### src/rtl/cnn_cmd_issuer.sv
// cnn_cmd_issuer: single-job command and weight issuer in front of ctrl_cnn.
// Define CMD_TIMEOUT_EN to add a TMO_CYC-cycle watchdog on LOAD and WAIT.
module cnn_cmd_issuer #(
  parameter int unsigned NUM_FILT = 32,
  parameter int unsigned DATA_W   = 16,
  parameter int unsigned TMO_CYC  = 4096
) (
  input  logic                clk,
  input  logic                nrst,
  input  logic                cmd_valid_i,
  output logic                cmd_ready_o,
  input  logic [13:0]         cmd_op_i,
  input  logic                wt_valid_i,
  output logic                wt_ready_o,
  input  logic [DATA_W-1:0]   wt_data_i,
  output logic [13:0]         op_code_o,
  output logic [DATA_W-1:0]   wt_data_o,
  output logic [NUM_FILT-1:0] wt_we_o,
  input  logic                ctrl_done_i,
  output logic                busy_o,
  output logic                done_o,
  output logic                err_o
);

  typedef enum logic [2:0] {
    S_IDLE,
    S_CHECK,
    S_LOAD,
    S_WAIT,
    S_DONE,
    S_ERR
  } state_e;

  localparam logic [NUM_FILT-1:0] WE_ONE =
    {{(NUM_FILT-1){1'b0}}, 1'b1};

  state_e              state_q;
  logic [13:0]         op_q;
  logic [4:0]          elem_q;
  logic [5:0]          filt_q;
  logic                cmd_rdy_q;
  logic                wt_rdy_q;
  logic [13:0]         op_code_q;
  logic [DATA_W-1:0]   wt_data_q;
  logic [NUM_FILT-1:0] wt_we_q;
  logic                busy_q;
  logic                done_q;
  logic                err_q;

  logic [2:0] op_f;
  logic [5:0] nf_f;
  logic [4:0] wd_f;
  logic       wt_op;
  logic       bad_cmd;
  logic       xfer;
  logic       elem_last;
  logic       filt_last;
  logic       tmo_hit;

  assign op_f = op_q[2:0];
  assign nf_f = op_q[8:3];
  assign wd_f = op_q[13:9];

  assign wt_op = (op_f == 3'b001) ||
                 (op_f == 3'b010) ||
                 (op_f == 3'b110);

  assign bad_cmd = (op_f == 3'b000) ||
                   (wt_op && ((nf_f == 6'd0) ||
                              (32'(nf_f) > NUM_FILT) ||
                              (wd_f == 5'd0)));

  assign xfer      = wt_rdy_q & wt_valid_i;
  assign elem_last = (elem_q == wd_f - 5'd1);
  assign filt_last = (filt_q == nf_f - 6'd1);

`ifdef CMD_TIMEOUT_EN
  localparam logic [15:0] TMO_LIM = 16'(TMO_CYC - 1);

  logic [15:0] wdog_q;
  logic        wdog_act;

  assign wdog_act = (state_q == S_LOAD) || (state_q == S_WAIT);
  assign tmo_hit  = wdog_act && !xfer && (wdog_q == TMO_LIM);

  // Restarts on every accepted word and on entry to LOAD/WAIT.
  always_ff @(posedge clk or negedge nrst) begin
    if (!nrst) begin
      wdog_q <= '0;
    end else if (wdog_act && !xfer && !tmo_hit) begin
      wdog_q <= wdog_q + 16'd1;
    end else begin
      wdog_q <= '0;
    end
  end
`else
  logic unused_tmo;
  assign unused_tmo = ^TMO_CYC;
  assign tmo_hit    = 1'b0;
`endif

  always_ff @(posedge clk or negedge nrst) begin
    if (!nrst) begin
      state_q   <= S_IDLE;
      op_q      <= '0;
      elem_q    <= '0;
      filt_q    <= '0;
      cmd_rdy_q <= 1'b1;
      wt_rdy_q  <= 1'b0;
      op_code_q <= '0;
      wt_data_q <= '0;
      wt_we_q   <= '0;
      busy_q    <= 1'b0;
      done_q    <= 1'b0;
      err_q     <= 1'b0;
    end else begin
      wt_we_q <= '0;
      done_q  <= 1'b0;
      err_q   <= 1'b0;
      unique case (state_q)
        S_IDLE: begin
          if (cmd_valid_i) begin
            op_q      <= cmd_op_i;
            cmd_rdy_q <= 1'b0;
            busy_q    <= 1'b1;
            state_q   <= S_CHECK;
          end
        end
        S_CHECK: begin
          elem_q <= '0;
          filt_q <= '0;
          if (bad_cmd) begin
            err_q   <= 1'b1;
            busy_q  <= 1'b0;
            state_q <= S_ERR;
          end else begin
            op_code_q <= op_q;
            if (wt_op) begin
              wt_rdy_q <= 1'b1;
              state_q  <= S_LOAD;
            end else begin
              state_q <= S_WAIT;
            end
          end
        end
        S_LOAD: begin
          if (tmo_hit) begin
            err_q     <= 1'b1;
            busy_q    <= 1'b0;
            wt_rdy_q  <= 1'b0;
            op_code_q <= '0;
            state_q   <= S_ERR;
          end else if (xfer) begin
            wt_data_q <= wt_data_i;
            wt_we_q   <= WE_ONE << filt_q;
            if (elem_last) begin
              elem_q <= '0;
              filt_q <= filt_q + 6'd1;
              if (filt_last) begin
                wt_rdy_q <= 1'b0;
                state_q  <= S_WAIT;
              end
            end else begin
              elem_q <= elem_q + 5'd1;
            end
          end
        end
        S_WAIT: begin
          if (tmo_hit) begin
            err_q     <= 1'b1;
            busy_q    <= 1'b0;
            op_code_q <= '0;
            state_q   <= S_ERR;
          end else if (ctrl_done_i) begin
            done_q    <= 1'b1;
            op_code_q <= '0;
            state_q   <= S_DONE;
          end
        end
        S_DONE: begin
          elem_q    <= '0;
          filt_q    <= '0;
          busy_q    <= 1'b0;
          cmd_rdy_q <= 1'b1;
          state_q   <= S_IDLE;
        end
        S_ERR: begin
          elem_q    <= '0;
          filt_q    <= '0;
          cmd_rdy_q <= 1'b1;
          state_q   <= S_IDLE;
        end
        default: begin
          state_q <= S_IDLE;
        end
      endcase
    end
  end

  assign cmd_ready_o = cmd_rdy_q;
  assign wt_ready_o  = wt_rdy_q;
  assign op_code_o   = op_code_q;
  assign wt_data_o   = wt_data_q;
  assign wt_we_o     = wt_we_q;
  assign busy_o      = busy_q;
  assign done_o      = done_q;
  assign err_o       = err_q;

endmodule
### config.mk
export PLATFORM = sky130hd
export DESIGN_NAME = cnn_cmd_issuer
export DESIGN_NICKNAME = d
export VERILOG_FILES = /design/src/rtl/cnn_cmd_issuer.sv
export SDC_FILE = /design/constraint.sdc
export NUM_CORES = 1
export LEC_CHECK = 0
export ABC_AREA = 0
export CORE_MARGIN = 5
export CORE_UTILIZATION = 49
export CTS_CLUSTER_DIAMETER = 80
export DETAILED_ROUTE_END_ITERATION = 10
export HOLD_SLACK_MARGIN = 0.05
export PLACE_DENSITY = 0.8
export SYNTH_ARGS = -nofsm -noshare
export SYNTH_HDL_FRONTEND = slang
export SYNTH_SLANG_ARGS = --single-unit
### constraint.sdc
create_clock -name clk -period 2.93 [get_ports clk]
set_input_delay 0.586 -clock clk [delete_from_list [all_inputs] [get_ports clk]]
set_output_delay 0.586 -clock clk [all_outputs]
set_load 0.005 [all_outputs]
==> results of run 1 <==
## state kept, by name, indices dropped and copies added, names as in the netlist
name / count
err_o: 1
state_q: 3
busy_o: 1
cmd_ready_o: 1
op_q: 14
filt_q: 6
wt_ready_o: 1
elem_q: 5
wt_data_o: 16
done_o: 1
op_code_o: 14
wt_we_o: 32
## layout make-up
type	instances	share of cell area, %
multi-input combinational	281	29.17
tap	105	2.415
clock buffer	11	2.415
timing repair buffer	107	19.60
sequential	95	43.73
inverter	23	1.587
clock inverter	5	1.081
## critical path, cell delays in order, from the launching register on
cell and delay (ns):
dfrtp_1 0.42, inv_1 0.11, ha_1 0.25, nand4bb_1 0.11, a211oi_1 0.24, o311ai_1 0.12, buf_4 0.20, a21oi_1 0.33
mux2_2 0.38
## cell usage in the layout, fill, tap and decap left out, drive strengths merged, types with 2 or more instances in the layout
master | netlist | routed
clkdlybuf4s50 | 0 | 100
nand2 | 94 | 94
dfrtp | 94 | 94
nor2 | 46 | 46
inv | 23 | 23
o21ai | 23 | 23
mux2i | 19 | 19
xnor2 | 11 | 11
clkbuf | 14 | 11
ha | 9 | 9
a21oi | 8 | 8
nand2b | 8 | 8
nand3 | 8 | 8
a31oi | 7 | 7
buf | 3 | 7
nand3b | 5 | 5
nor3 | 5 | 5
nand4 | 3 | 3
nor2b | 3 | 3
xor2 | 3 | 3
a32o | 3 | 3
or2 | 2 | 2
or3 | 2 | 2
a211oi | 2 | 2
and3 | 2 | 2
o22ai | 2 | 2
clkinvlp | 0 | 2
a2111oi | 2 | 2
clkinv | 0 | 2
## stage by stage
step                      util, %  instances  setup WS [ns]  cell area (µm²)
after floorplan                 -        416         0.8538             4116
after detailed placement    63.88        611         0.4840             5249
final                       66.19        627         0.6520             5439
after global placement      63.88        611         0.5766             5249
after CTS                   66.19        627         0.6564             5439
after global routing        66.19        627         0.5499             5439
## logic make-up after synthesis
logic type,after synthesis
buffers and inverters,40
adders and majority gates,9
and+or+nand+nor,184
xor gates and xnor gates,14
DFF,95
muxes,20
AOI/OAI and AO/OA,54
## routing by layer
| metal | vias to the layer above | global-route usage, % | wire length (µm) |
|---|---|---|---|
| met3 | 12 | 3.512 | 613 |
| li1 | 1572 | - | - |
| met1 | 1550 | 26.47 | 4105 |
| met2 | 90 | 30.18 | 4278 |
| met4 | 0 | 5.828 | 136 |
| met5 | - | 0 | 0 |
## power groups by stage
| stage | combinational [mW] | clock (mW) | sequential [mW] |
|---|---|---|---|
| floorplan | 1.26 | 0 | 1.95 |
| global placement | 1.99 | 0 | 2.02 |
| detailed placement | 2.06 | 0 | 2.04 |
| CTS | 2.08 | 0.858 | 2.02 |
| global route | 2.29 | 0.903 | 2.09 |
| finish | 2.05 | 0.836 | 2.02 |
## how the worst min path moves through the flow
stage | start | to | slack [ns] | cells after the start
3_5_place_dp | wt_data_o[15] | wt_data_o[15] | 0.47 | 2
6_report | nrst | op_code_o[13] | 0.21 | 1
4_1_cts | nrst | op_code_o[13] | 0.23 | 1
3_3_place_gp | wt_data_o[8] | wt_data_o[8] | 0.46 | 2
2_1_floorplan | nrst | busy_o | 0.29 | 0
5_1_grt | nrst | op_code_o[13] | 0.26 | 1
==> results.json, run 1 <==
{
  "status": "finished, final reports clean",
  "crit_start": "op_q[9]",
  "cp_data_required_time_ns": 3.17,
  "dp.final_hpwl_um": 6714,
  "port-buffer-count": 101,
  "dieArea_um2": 10330,
  "synth_warnings": 0,
  "hold_path_class": "in -> async",
  "worstRegToRegCells": 8,
  "clock.fmax_ghz": 0.4390,
  "antenna_found_initial": 0,
  "synth_top_family_by_area": "simple AND/OR/NAND/NOR gates",
  "yosys.area_share.simple_pct": 19.60,
  "synth_cell_types": 43,
  "finalSetupTns_ns": 0,
  "core_area_um2": 8217,
  "async_reset_ff_share_pct": 100.0,
  "wl_um": 9134,
  "diodes": 0,
  "dieHeight_um": 101.7,
  "leakage_nw": 2.523,
  "path_class": "reg -> reg",
  "dr_total_vias": 3224,
  "drt-initial-drc-count": 122,
  "synth_fa_ha_area_share_pct": 2.736,
  "timing.final.hold_violations": 0,
  "routedWlPerCell_um": 14.57,
  "worstSetupEndpoint": "filt_q[2]",
  "synth-compound-area-share_pct": 8.328,
  "syn2layout_area_growth_pct": 32.13,
  "seq_power_share_pct": 41.2,
  "slew_headroom_pct": 56.83,
  "cap_violations": 0,
  "post-route-period-util_pct": 77.75,
  "seq_area_frac_synth_pct": 57.78,
  "synth_xor_area_share_pct": 2.979,
  "fin_hold_ws_ns": 0.2065,
  "grt_pass1_vias": 3331,
  "regArea_um2": 2379,
  "ctsResizeCount": 0,
  "synth_fp_nets": 460,
  "drc": 0,
  "r2r-end": "filt_q[2]",
  "synth_edf_count": 0,
  "swShare_pct": 36.55,
  "fillers": 680,
  "multi_input_area_um2": 1587,
  "clk_root_buffer_cell": "clkbuf_8",
  "overflow": 0,
  "p_int_mw": 3.114,
  "switching_power_mw": 1.794,
  "synth_seq_cells": 95,
  "syn_area_per_cell_um2": 9.895,
  "comb_power_share_pct": 41.8,
  "synth_top_area_cell": "dfrtp_1",
  "arrival_ns": 2.52,
  "synth_cells": 416,
  "total_power_mw": 4.907,
  "place_congestion": 0.7888,
  "syn_area_um2": 4116,
  "r2r_start": "op_q[9]",
  "worstSetupEndpointType": "flop",
  "maxSlewViolCount": 0,
  "drive_gt1_share_pct": 5.556,
  "clockBufferDepth": 2,
  "netlist_top_cells_area": "dfrtp_1 (57%), nand2_1 (8.6%), mux2i_1 (4.6%)",
  "fin_worst_skew_ns": 0.01106,
  "fin_crit_ns": 2.278,
  "vdd_drop_max_uv": 570.7,
  "rows": 33,
  "htree_levels": 3,
  "clkPwrFrac_pct": 17.0,
  "post_cts_buffers": 0,
  "grt_max_degree": 52,
  "io-pin-count": 102,
  "drt_pre_antenna_iters": 4,
  "synthFlopType": "dfrtp_1",
  "cts_sinks": 95,
  "clkTransAtPathRegs_ns": 0.09,
  "rsz0062_at_grt": "no",
  "postRouteAntennaNets": 0,
  "fin_nets": 561,
  "setup_viol": 0,
  "die_width_um": 101.7,
  "critPathMaxFanout": 14,
  "regToRegSetupSlack_ns": 0.65,
  "clk-insertion-delay-late_ns": 0.36,
  "numCtsBuffers": 9,
  "netlist_top_cells_count": "dfrtp_1 (94), nand2_1 (94), nor2_1 (46), inv_1 (23), o21ai_0 (23)",
  "initial_utilization_pct": 50.10,
  "grt_pass1_wl_um": 15660,
  "ctsHoldBuffers": 0,
  "track_usage_pct": 18.93,
  "tightest_slew_ns": 0.6462,
  "start_kind": "flop",
  "viasPerCell": 5.142,
  "p_per_area_nw_per_um2": 902.2,
  "tritoncts": "done",
  "synth_top_area_share_pct": 57.14,
  "muxShareOfSynthArea_pct": 4.894
}
Power figures use the tool's default switching activity.
==> run 2, diff against run 1 <==
==> constraint.sdc (replaced) <==
create_clock -name clk -period 2.3 [get_ports clk]
set_input_delay 0.46 -clock clk [delete_from_list [all_inputs] [get_ports clk]]
set_output_delay 0.46 -clock clk [all_outputs]
set_load 0.005 [all_outputs]
==> results.json, run 2 (same netlist as run 1, synthesis figures left out) <==
{
  "vdd_drop_max_uv": 621.0,
  "leakage_nw": 2.551,
  "tightest_slew_ns": 0.6306,
  "dieHeight_um": 101.7,
  "finalCoreUtilization_pct": 66.91,
  "slew_headroom_pct": 57.87,
  "die_width_um": 101.7,
  "fin_worst_skew_ns": 0.01306,
  "start_kind": "flop",
  "clkPwrFrac_pct": 17.3,
  "worstSetupEndpointType": "flop",
  "clockBufferDepth": 2,
  "port-buffer-count": 101,
  "seq_power_share_pct": 40.6,
  "comb_power_share_pct": 42.2,
  "fin_crit_ns": 2.167,
  "drt-initial-drc-count": 161,
  "track_usage_pct": 18.40,
  "antenna_found_initial": 0,
  "cp_data_required_time_ns": 2.55,
  "fin_hold_ws_ns": 0.06206,
  "numCtsBuffers": 9,
  "clkTransAtPathRegs_ns": 0.09,
  "tritoncts": "done",
  "postRouteAntennaNets": 0,
  "arrival_ns": 2.42,
  "drive_gt1_share_pct": 7.008,
  "status": "finished, final reports clean",
  "initial_utilization_pct": 50.10,
  "rows": 33,
  "syn2layout_area_growth_pct": 33.56,
  "drt_pre_antenna_iters": 4,
  "placed_cells": 617,
  "clock.fmax_ghz": 0.4615,
  "rsz0062_at_grt": "no",
  "dpl_cell_area_um2": 5294,
  "viasPerCell": 5.172,
  "dieArea_um2": 10330,
  "drc": 0,
  "fin_nets": 567,
  "post-route-period-util_pct": 94.22,
  "clk-insertion-delay-late_ns": 0.36,
  "critPathMaxFanout": 5,
  "post-place-ws_ns": 0.1827,
  "place_congestion": 0.8349,
  "final_cell_mix": "clkdlybuf4s50_1 (100), nand2_1 (94), dfrtp_1 (94)",
  "r2r-end": "wt_ready_o",
  "io-pin-count": 102,
  "total_power_mw": 6.327,
  "diodes": 0,
  "swShare_pct": 36.55,
  "core_area_um2": 8217,
  "dp.final_hpwl_um": 6728,
  "grt_max_degree": 42,
  "r2r_start": "op_q[6]",
  "setup_viol": 0,
  "p_per_area_nw_per_um2": 1151,
  "cap_violations": 0,
  "dr_total_vias": 3274,
  "largest_reg_flops": 32,
  "hold_path_class": "in -> async",
  "routedWlPerCell_um": 14.42,
  "regToRegSetupSlack_ns": 0.13,
  "finalSetupTns_ns": 0,
  "fin_cells": 633,
  "grt_pass1_vias": 3296,
  "maxSlewViolCount": 0,
  "path_class": "reg -> reg",
  "htree_levels": 3,
  "wl_um": 9130,
  "finish.instance_area_um2": 5498,
  "mostFrequentLayoutCell": "clkdlybuf4s50_1",
  "worstRegToRegCells": 5,
  "switching_power_mw": 2.313,
  "clk_root_buffer_cell": "clkbuf_8",
  "overflow": 0,
  "ctsHoldBuffers": 0,
  "grt_pass1_wl_um": 15210,
  "timing.final.hold_violations": 0,
  "fin_ws_ns": 0.1329,
  "cts_sinks": 95,
  "p_int_mw": 4.015
}
run 2: worst max-delay path, stage by stage, from the launching register on:
cell	delay [ns]
dfrtp_1	0.44
or4_1	0.50
or3_1	0.33
a2111oi_2	0.43
nand4b_1	0.14
a32o_1	0.22
run 2: repair_timing:
| item | CTS | global route |
|---|---|---|
| resized for setup | 0 | 1 |
| setup endpoints to repair | 0 | 15 |
| buffers inserted | 0 | 0 |
run 2: layer usage:
layer / vias up / GRT usage [%] / wire length [µm]
met2: 101 / 30.94 / 4362
met1: 1577 / 24.25 / 4102
met4: 0 / 5.828 / 90
met5: - / 0 / 0
li1: 1588 / - / -
met3: 8 / 3.375 / 574
run 2: how the worst max path moves through the flow:
stage               start            to  slack (ns)  cells past startpoint
4_1_cts           op_q[3]  op_code_o[1]        0.13                      8
3_5_place_dp   wt_valid_i   wt_we_o[16]        0.18                      6
2_1_floorplan     op_q[5]    wt_ready_o        0.22                      5
5_1_grt          op_q[10]    state_q[0]        0.01                      8
3_3_place_gp      op_q[4]    wt_ready_o        0.20                      5
6_report          op_q[6]    wt_ready_o        0.13                      5
run 2: power by group through the flow:
stage	clock [mW]	sequential, mW	combinational, mW
final	1.09	2.57	2.67
after detailed placement	0	2.58	2.67
after CTS	1.12	2.56	2.69
after floorplan	0	2.49	1.61
after global routing	1.18	2.64	2.97
after global placement	0	2.57	2.58
run 2: cell type report:
class / instances / area, µm²
fill: 635 / 2719
sequential: 95 / 2379
multi-input combinational: 281 / 1593
timing repair buffer: 113 / 1111
tap: 105 / 131.4
clock buffer: 10 / 127.6
inverter: 23 / 86.33
clock inverter: 6 / 70.07
==> run 3, diff against run 2 <==
--- a/config.mk
+++ b/config.mk
@@ -12,6 +12,7 @@
 export DETAILED_ROUTE_END_ITERATION = 10
 export HOLD_SLACK_MARGIN = 0.05
 export PLACE_DENSITY = 0.8
+export SKIP_LAST_GASP = 1
 export SYNTH_ARGS = -nofsm -noshare
 export SYNTH_HDL_FRONTEND = slang
 export SYNTH_SLANG_ARGS = --single-unit
==> results of run 3 <==
The final DEF is identical to that of run 2; final timing and power are the same.
